--- src/rtl/spike_event_logger.sv ---
// Spike event logger: timestamps detected spikes, measures inter-spike interval,
// and queues event words in a show-ahead FIFO with drop accounting.
module spike_event_logger #(
    parameter int TS_W      = 16,
    parameter int DEPTH     = 8,
    parameter int EDGE_MODE = 0
) (
    input  logic                     clk,
    input  logic                     rst,
    input  logic                     enable,
    input  logic                     spike_in,
    input  logic [7:0]               state_in,
    output logic                     ev_valid,
    input  logic                     ev_ready,
    output logic [TS_W-1:0]          ev_ts,
    output logic [TS_W-1:0]          ev_isi,
    output logic [7:0]               ev_state,
    output logic                     ev_first,
    output logic                     ev_gap,
    output logic [$clog2(DEPTH):0]   fifo_level,
    output logic [7:0]               drop_cnt
);

    localparam int AW = $clog2(DEPTH);
    localparam int PW = AW + 1;
    localparam int EW = 2 * TS_W + 10;

    logic [EW-1:0]   mem [DEPTH];
    logic [EW-1:0]   head;
    logic [EW-1:0]   head_next;
    logic [EW-1:0]   new_word;
    logic [TS_W-1:0] ts_cnt;
    logic [TS_W-1:0] isi_cnt;
    logic            first_pending;
    logic            gap_pending;
    logic            spike_d;
    logic [PW-1:0]   wr_ptr;
    logic [PW-1:0]   rd_ptr;
    logic [PW-1:0]   wr_next;
    logic [PW-1:0]   rd_next;
    logic [PW-1:0]   level_after_pop;
    logic            det;
    logic            full;
    logic            pop;
    logic            push;
    logic            drop_ev;

    // Event detection, FIFO control and next head-of-queue selection
    always_comb begin
        det = 1'b0;
        if (enable) begin
            if (EDGE_MODE == 1) begin
                det = spike_in & ~spike_d;
            end else begin
                det = spike_in;
            end
        end else begin
            det = 1'b0;
        end

        full    = (wr_ptr[AW] != rd_ptr[AW]) && (wr_ptr[AW-1:0] == rd_ptr[AW-1:0]);
        pop     = ev_valid & ev_ready;
        push    = det & (~full | pop);
        drop_ev = det & full & ~pop;

        new_word = {ts_cnt,
                    first_pending ? {TS_W{1'b0}} : isi_cnt,
                    state_in, first_pending, gap_pending};

        wr_next         = wr_ptr + PW'(push);
        rd_next         = rd_ptr + PW'(pop);
        level_after_pop = (wr_ptr - rd_ptr) - PW'(pop);

        // A word written into an otherwise empty queue bypasses the array read
        head_next = head;
        if (wr_next == rd_next) begin
            head_next = head;
        end else if (level_after_pop == {PW{1'b0}}) begin
            head_next = new_word;
        end else begin
            head_next = mem[rd_next[AW-1:0]];
        end
    end

    // Timestamp, ISI and pending-flag state
    always_ff @(posedge clk or posedge rst) begin
        if (rst) begin
            ts_cnt        <= {TS_W{1'b0}};
            isi_cnt       <= {TS_W{1'b0}};
            first_pending <= 1'b1;
            gap_pending   <= 1'b0;
            spike_d       <= 1'b0;
            drop_cnt      <= 8'd0;
        end else begin
            spike_d <= spike_in;
            if (enable) begin
                ts_cnt <= ts_cnt + TS_W'(1);
            end
            if (det) begin
                isi_cnt       <= TS_W'(1);
                first_pending <= 1'b0;
            end else if (enable && (isi_cnt != {TS_W{1'b1}})) begin
                isi_cnt <= isi_cnt + TS_W'(1);
            end
            if (drop_ev) begin
                gap_pending <= 1'b1;
                if (drop_cnt != 8'hFF) begin
                    drop_cnt <= drop_cnt + 8'd1;
                end
            end else if (push) begin
                gap_pending <= 1'b0;
            end
        end
    end

    // FIFO pointers and registered head-of-queue outputs
    always_ff @(posedge clk or posedge rst) begin
        if (rst) begin
            wr_ptr   <= {PW{1'b0}};
            rd_ptr   <= {PW{1'b0}};
            head     <= {EW{1'b0}};
            ev_valid <= 1'b0;
        end else begin
            wr_ptr   <= wr_next;
            rd_ptr   <= rd_next;
            head     <= head_next;
            ev_valid <= (wr_next != rd_next);
        end
    end

    // Event storage array
    always_ff @(posedge clk or posedge rst) begin
        if (rst) begin
            for (int i = 0; i < DEPTH; i++) begin
                mem[i] <= {EW{1'b0}};
            end
        end else if (push) begin
            mem[wr_ptr[AW-1:0]] <= new_word;
        end
    end

    assign fifo_level = wr_ptr - rd_ptr;
    assign ev_ts      = head[EW-1 -: TS_W];
    assign ev_isi     = head[EW-1-TS_W -: TS_W];
    assign ev_state   = head[9:2];
    assign ev_first   = head[1];
    assign ev_gap     = head[0];

endmodule

--- config.mk ---
export PLATFORM = sky130hd
export DESIGN_NAME = spike_event_logger
export DESIGN_NICKNAME = d
export VERILOG_FILES = /design/src/rtl/spike_event_logger.sv
export SDC_FILE = /design/constraint.sdc
export NUM_CORES = 1
export LEC_CHECK = 0
export ABC_AREA = 1
export CORE_ASPECT_RATIO = 1.4
export CORE_UTILIZATION = 60
export DETAILED_ROUTE_END_ITERATION = 6
export PLACE_DENSITY = 0.75
export SETUP_SLACK_MARGIN = 0.5
export SLEW_MARGIN = 25
export SYNTH_ARGS = -nofsm -noshare
export SYNTH_HDL_FRONTEND = slang
export SYNTH_SLANG_ARGS = --single-unit
--- constraint.sdc ---
create_clock -name clk -period 22.6 [get_ports clk]
set_input_delay 4.52 -clock clk [delete_from_list [all_inputs] [get_ports clk]]
set_output_delay 4.52 -clock clk [all_outputs]
set_load 0.05 [all_outputs]
==> reports/results.txt, run 1 <==
initial drt markers: 1517
WP data required: 23.04 ns
io pins: 68
minimum clock period: 7.964 ns
area grow syn2layout: 10.95%
PwrDens: 155.7 nW/um^2
CTS tree: done
Critical Path Source: enable
Critical Path Slowest Stage Cell: clkdlybuf4s50_1
vias per std cell: 5.782
Worst-path clk slew: 0.06 ns
cts repair resizes: 0
synth top area cells: dfrtp_1 (53%), nand2_1 (23%), o21ai_0 (8.6%), nand3_1 (6.3%), buf_2 (1.8%)
initial core utilization: 60.92%
most frequent CP cell: nand2_1
Synth Net Count: 2676
crit path DAT: 8.41 ns
Placed Area: 21050 sq um
cell type with the largest total area after synthesis: dfrtp_1
Final Wtd Congestion: 0.8252
Detail Route Antenna Nets: 0
Largest stage delay, worst path: 0.73 ns
gr usage total: 33.43%
hold-fix buffers at CTS: 0
Fin Setup TNS: 0 ns
Leakage: 11.09 nW
initial antenna violation count: 0
DIE AREA: 34570 sq um
non-filler instance count after layout: 3095
vias: 17900
R2R Path Start: ev_valid$_DFF_PP0_
Post-Layout Inst Area: 22510 sq um
FF+latch count, synth: 429
asr flop ratio synth: 100.0%
register area: 10740 sq um
RSZ-0062 raised after global routing: no
Syn Area/Cell: 7.654 sq um
gate count of the mapped netlist: 2651
cell-internal power: 0.001881 W
# diodes: 0
share of cells above drive strength 1: 4.642%
WL final: 55520 um
Synth top cells by count: nand2_1 (1258), dfrtp_1 (428), o21ai_0 (348)
drt drc: 0
worst relative slew slack: 28.75%
count leader, synth: nand2_1
Syn. warnings: 0
Top FF cell, synth: dfrtp_1
Post-Route Skew: 0.01861 ns
Final Max Tran Viols: 0
number of flops mapped to enable cells by yosys: 0
Die Y-Extent: 219.6 um
crit path cell chain: clkdlybuf4s50_1 > nand2_1 > a21oi_4 > ha_1 > nand3_1 > nand2_1 > nand2_1 > inv_1 > nand2_1 > nand2_4 > nand2_4 > nand3_1 > nand2_1
Gate power share: 46.9%
Setup CP Type: primary input to register
Multi-input gate area: 8655 sq um
clk_lat worst skew: 0.56 ns
Max Cap Viol: 0
Reg power frac: 32.5%
Yosys cell types: 28
TritonCTS Buffers: 42
Final Hold Viols: 0
CTS H-Tree Depth: 2
hold crit path type: register to register
Sw Ratio: 46.35%
worst flop-to-flop path endpoint: head[29]$_DFFE_PP0P_
Core Region: 33310 sq um
Worst Path Max Fanout: 43
Post CTS Setup Buffer Count: 0
largest net degree at the start of global routing: 119
CTS Root Cell: clkbuf_16
CTS Sinks: 429
# nets final: 2643
Max VDD drop: 0.1285 mV
R2R setup slack: 18.87 ns
Die X: 157.4 um
Worst Setup Start Kind: primary input
Sw Pwr: 0.001625 W
vias in the first global route: 16960
Buffers on Ports: 67
sequential area share after synthesis: 52.91%
FP Rows: 79
FMAX: 125.6 MHz
DP Cell Count: 3018
GRT overflow: 0
status: completed
first-pass GRT wire length: 89400 um
# fillers: 2806
drt wl/cell: 17.94 um
actual slew at the worst max-slew pin: 1.069 ns
Final setup viols: 0
Reg2Reg Depth: 14
synthesized area: 20290 sq um
Crit. End Element: register
hpwl dp: 30330 um
first-pass detailed-route iteration total: 6
Clk pwr share: 20.7%
Max clock buf depth: 3
top cell type's share of synthesized area: 52.78%
crit path capture: head[34]$_DFFE_PP0P_
Tcrit/Tclk final: 35.24%
per-layer routing:
layer | wire length (um) | part of all wire [%] | track usage, %
met5 | 0 | 0 | 0
met3 | 3745 | 6.7 | 4.425
met4 | 2155 | 3.9 | 15.05
met1 | 21930 | 39 | 41.89
met2 | 27690 | 50 | 57.57
state kept, by name, indices dropped and copies added, names as in the netlist:
signal / count
ts_cnt: 16
first_pending: 1
head: 42
ev_valid: 1
wr_ptr: 4
rd_ptr: 4
drop_cnt: 8
isi_cnt: 16
mem: 336
gap_pending: 1
through the flow:
| step | power [W] | utilization [%] | setup slack, ns | hold slack (ns) |
|---|---|---|---|---|
| 2_1_floorplan | 0.002258 | - | 6.135 | 0.4416 |
| 3_3_place_gp | 0.002710 | 63.16 | 13.50 | 0.4575 |
| 3_5_place_dp | 0.002755 | 63.19 | 13.74 | 0.4616 |
| 4_1_cts | 0.003487 | 67.48 | 14.29 | 0.4702 |
| 5_1_grt | 0.003724 | 67.59 | 14.36 | 0.4961 |
| 6_report | 0.003506 | 67.59 | 14.64 | 0.4704 |
cells in the final DEF (no fill, tap or decap), drive strengths merged, types with 2 or more instances in the layout:
master            n
nand4            18
ha               11
nor2             48
o21bai            3
clkdlybuf4s50    67
nand3b            2
bufinv            2
nor3              6
dfrtp           428
inv              63
xor2             21
a21oi             4
nand3           254
nand2          1258
o21ai           352
clkinv           13
xnor2             6
buf              24
or2               2
clkbuf           64
how the worst min path moves through the flow:
| stage | startpoint | end | slack (ns) | depth (start not counted) |
|---|---|---|---|---|
| 5_1_grt | mem[283]$_DFFE_PP0P_ | mem[283]$_DFFE_PP0P_ | 0.50 | 2 |
| 2_1_floorplan | ts_cnt[14]$_DFFE_PP0P_ | ts_cnt[14]$_DFFE_PP0P_ | 0.44 | 1 |
| 6_report | ts_cnt[14]$_DFFE_PP0P_ | ts_cnt[14]$_DFFE_PP0P_ | 0.47 | 1 |
| 3_3_place_gp | ts_cnt[14]$_DFFE_PP0P_ | ts_cnt[14]$_DFFE_PP0P_ | 0.46 | 1 |
| 4_1_cts | ts_cnt[14]$_DFFE_PP0P_ | ts_cnt[14]$_DFFE_PP0P_ | 0.47 | 1 |
| 3_5_place_dp | ts_cnt[14]$_DFFE_PP0P_ | ts_cnt[14]$_DFFE_PP0P_ | 0.46 | 1 |
area by class of cell:
type / instances / share of cell area, %
Sequential cell: 429 / 47.69
Timing Repair Buffer: 91 / 3.885
Tap cell: 445 / 2.473
Inverter: 67 / 1.161
Clock inverter: 12 / 0.5002
Multi-Input combinational cell: 1987 / 38.44
Clock buffer: 64 / 5.852
critical path, delay by kind of cell:
family	cells	cell delay [ns]
buffers and inverters	2	0.79
AOI/OAI and AO/OA	1	0.51
adders and majority gates	1	0.27
and+or+nand+nor	9	2.27
power groups by stage:
stage | clock network, W | registers [W] | logic [W]
2_1_floorplan | 0 | 0.00123 | 0.00103
3_3_place_gp | 0 | 0.00114 | 0.00157
3_5_place_dp | 0 | 0.00114 | 0.00161
4_1_cts | 0.000731 | 0.00113 | 0.00162
5_1_grt | 0.000761 | 0.00116 | 0.00181
6_report | 0.000725 | 0.00114 | 0.00164
logic make-up (layout without fill, tap and decap cells):
logic type	Yosys count	count (layout)	synth area share [%]
AO/OA/AOI/OAI	359	359	8.947
XOR/XNOR	27	27	1.165
adder cells (fa/ha/maj)	12	12	0.7769
buffers and inverters	235	234	4.822
flip-flops	429	429	52.91
AND/OR/NAND/NOR	1589	1589	31.38
No activity file was read; power rests on OpenSTA's default activity.
==> run 2: changes to the inputs <==
==> constraint.sdc (replaced) <==
create_clock -name clk -period 7.5 [get_ports clk]
set_input_delay 1.5 -clock clk [delete_from_list [all_inputs] [get_ports clk]]
set_output_delay 1.5 -clock clk [all_outputs]
set_load 0.05 [all_outputs]
==> run 2 against run 1 <==
  * Sequential cell count is the same
  * Critical endpoint is now head[25]$_DFFE_PP0P_
  * Sequential share of layout area shrank 0.074 points
  * Largest cell class unchanged
  * Global-route usage shrank 0.059 points
  * Setup slack lost 12 ns
==> reports/results.txt, run 2 (synthesized netlist as in run 1, its figures left out) <==
status: completed (unchanged)
Core Region: 33310 sq um (unchanged)
Max VDD drop: 0.4040 mV (was 0.1285 mV)
Worst-path clk slew: 0.06 ns (about the same)
FP Rows: 79 (unchanged)
R2R Path Start: wr_ptr[0]$_DFF_PP0_ (was ev_valid$_DFF_PP0_)
cts repair resizes: 0 (unchanged)
hpwl dp: 30240 um (was 30330 um)
share of cells above drive strength 1: 4.604% (was 4.642%)
most frequent cells in the layout: nand2_1 (1244), dfrtp_1 (428), o21ai_0 (348) (unchanged)
Post-Route Skew: 0.01909 ns (was 0.01861 ns)
Final Hold Viols: 0 (unchanged)
GRT overflow: 0 (unchanged)
vias per std cell: 5.773 (was 5.782)
first-pass detailed-route iteration total: 5 (was 6)
first-pass GRT wire length: 89260 um (was 89400 um)
Leakage: 11.10 nW (was 11.09 nW)
# diodes: 0 (unchanged)
Worst Path Max Fanout: 43 (unchanged)
Worst Setup Start Kind: primary input (unchanged)
worst relative slew slack: 26.65% (was 28.75%)
PwrDens: 468.2 nW/um^2 (was 155.7 nW/um^2)
Worst Slack Setup Final: 2.578 ns (was 14.64 ns)
Post-Layout Inst Area: 22550 sq um (was 22510 sq um)
CTS Root Cell: clkbuf_16 (unchanged)
Setup CP Type: primary input to register (unchanged)
CTS tree: done (unchanged)
vias: 17870 (was 17900)
actual slew at the worst max-slew pin: 1.100 ns (was 1.069 ns)
most common cell after layout, fill and taps aside: nand2_1 (unchanged)
Post CTS Setup Buffer Count: 0 (unchanged)
Max clock buf depth: 3 (unchanged)
Tcrit/Tclk final: 65.63%
drt drc: 0 (unchanged)
vias in the first global route: 16910 (was 16960)
Hold Path Origin: ts_cnt[14]$_DFFE_PP0P_ (unchanged)
Crit. End Element: register (unchanged)
io pins: 68 (unchanged)
Fin Setup TNS: 0 ns (unchanged)
hold crit path type: register to register (unchanged)
FMAX: 203.2 MHz
Detail Route Antenna Nets: 0 (unchanged)
Gate power share: 47.0% (was 46.9%)
clk_lat worst skew: 0.55 ns (was 0.56 ns)
TritonCTS Buffers: 42 (unchanged)
CTS H-Tree Depth: 2 (unchanged)
worst slack at placement: 1.734 ns (was 13.74 ns)
area grow syn2layout: 11.12% (was 10.95%)
cell-internal power: 0.005673 W (was 0.001881 W)
Multi-input gate area: 8650 sq um (was 8655 sq um)
CTS Sinks: 429 (unchanged)
register area: 10740 sq um (unchanged)
initial antenna violation count: 0 (unchanged)
drt wl/cell: 17.90 um (was 17.94 um)
minimum clock period: 4.922 ns
Max Cap Viol: 0 (unchanged)
worst flop-to-flop path endpoint: head[25]$_DFFE_PP0P_ (was head[29]$_DFFE_PP0P_)
DIE AREA: 34570 sq um (unchanged)
# nets final: 2645 (was 2643)
# fillers: 2877 (was 2806)
Final setup viols: 0 (unchanged)
Hold Crit Endpoint: ts_cnt[14]$_DFFE_PP0P_ (unchanged)
Top reg by flops: mem (unchanged)
hold-fix buffers at CTS: 0 (unchanged)
R2R setup slack: 3.80 ns (was 18.87 ns)
gr usage total: 33.37% (was 33.43%)
Die X: 157.4 um (unchanged)
Final Max Tran Viols: 0 (unchanged)
Reg power frac: 32.3% (was 32.5%)
largest net degree at the start of global routing: 181 (was 119)
WP data required: 7.92 ns (was 23.04 ns)
Sw Pwr: 0.004885 W (was 0.001625 W)
Worst Hold Path Cells: 1 (unchanged)
Buffers on Ports: 67 (unchanged)
Final Wtd Congestion: 0.8370 (was 0.8252)
max FFs per register: 336 (unchanged)
crit path DAT: 5.34 ns (was 8.41 ns)
RSZ-0062 raised after global routing: no (unchanged)
WL final: 55400 um (was 55520 um)
Top Registers: mem: 336 flops, head: 42 flops (unchanged)
initial core utilization: 60.92% (unchanged)
initial drt markers: 1793 (was 1517)
Reg2Reg Depth: 16 (was 14)
Placed Area: 21070 sq um (was 21050 sq um)
Clk pwr share: 20.7% (about the same)
Sw Ratio: 46.27% (was 46.35%)
Die Y-Extent: 219.6 um (unchanged)
## run 2: cell count changes in the layout (fill, tap and decap cells not counted), moves of 2 or more
| cell | delta |
|---|---|
| buf_12 | +2 |
| clkbuf_8 | -2 |
| clkinv_2 | -2 |
| clkbuf_16 | -2 |
| inv_6 | +2 |
| bufinv_16 | +2 |
## run 2: worst max-delay path by stage
stage / from / to / depth (start not counted)
floorplan: rst / drop_cnt[0]$_DFFE_PP0P_ / 1
global placement: enable / head[21]$_DFFE_PP0P_ / 14
detailed placement: enable / head[25]$_DFFE_PP0P_ / 14
CTS: enable / head[25]$_DFFE_PP0P_ / 14
global route: enable / head[25]$_DFFE_PP0P_ / 14
finish: enable / head[25]$_DFFE_PP0P_ / 14
## run 2: area by class of cell
cell class / instances / area share (%)
sequential: 429 / 47.61
multi-input combinational: 1987 / 38.36
clock buffer: 61 / 5.515
timing repair buffer: 93 / 4.128
tap: 445 / 2.469
inverter: 67 / 1.154
clock inverter: 13 / 0.7602
## run 2: metrics by stage
stage,total power [W],instances,utilization [%],hold WS (ns)
floorplan,0.006805,2651,-,0.4416
global placement,0.008192,3019,63.24,0.4563
detailed placement,0.008321,3019,63.26,0.4725
CTS,0.01051,3093,67.51,0.4849
global route,0.01122,3095,67.69,0.4999
finish,0.01056,3095,67.69,0.4835
## run 2: routing by layer
metal  vias up  wire, um  global-route usage [%]  share of wire, %
met5         -         0                       0                 0
met1      8644     23210                   43.98                42
met2       689     26920                   56.18                49
met3       115      3534                   3.854               6.4
li1       8419         -                       -                 -
met4         0      1742                   13.46               3.1
## run 2: worst max-delay path, stage by stage
cell	delay, ns
clkdlybuf4s50_1	0.72
nand2_1	0.51
a21oi_4	0.50
ha_1	0.28
nand3_1	0.08
nand2_1	0.07
nand2_1	0.08
inv_1	0.06
nand2_1	0.05
nand2_2	0.05
buf_4	0.51
nand2_4	0.55
nand3_1	0.27
nand2_1	0.08
## run 2: power by group through the flow
| stage | registers, W | logic [W] | clock network (W) |
|---|---|---|---|
| 6_report | 0.00342 | 0.00496 | 0.00218 |
| 5_1_grt | 0.00349 | 0.00544 | 0.00229 |
| 4_1_cts | 0.00341 | 0.00490 | 0.00221 |
| 3_5_place_dp | 0.00344 | 0.00488 | 0 |
| 3_3_place_gp | 0.00342 | 0.00477 | 0 |
| 2_1_floorplan | 0.00370 | 0.00310 | 0 |
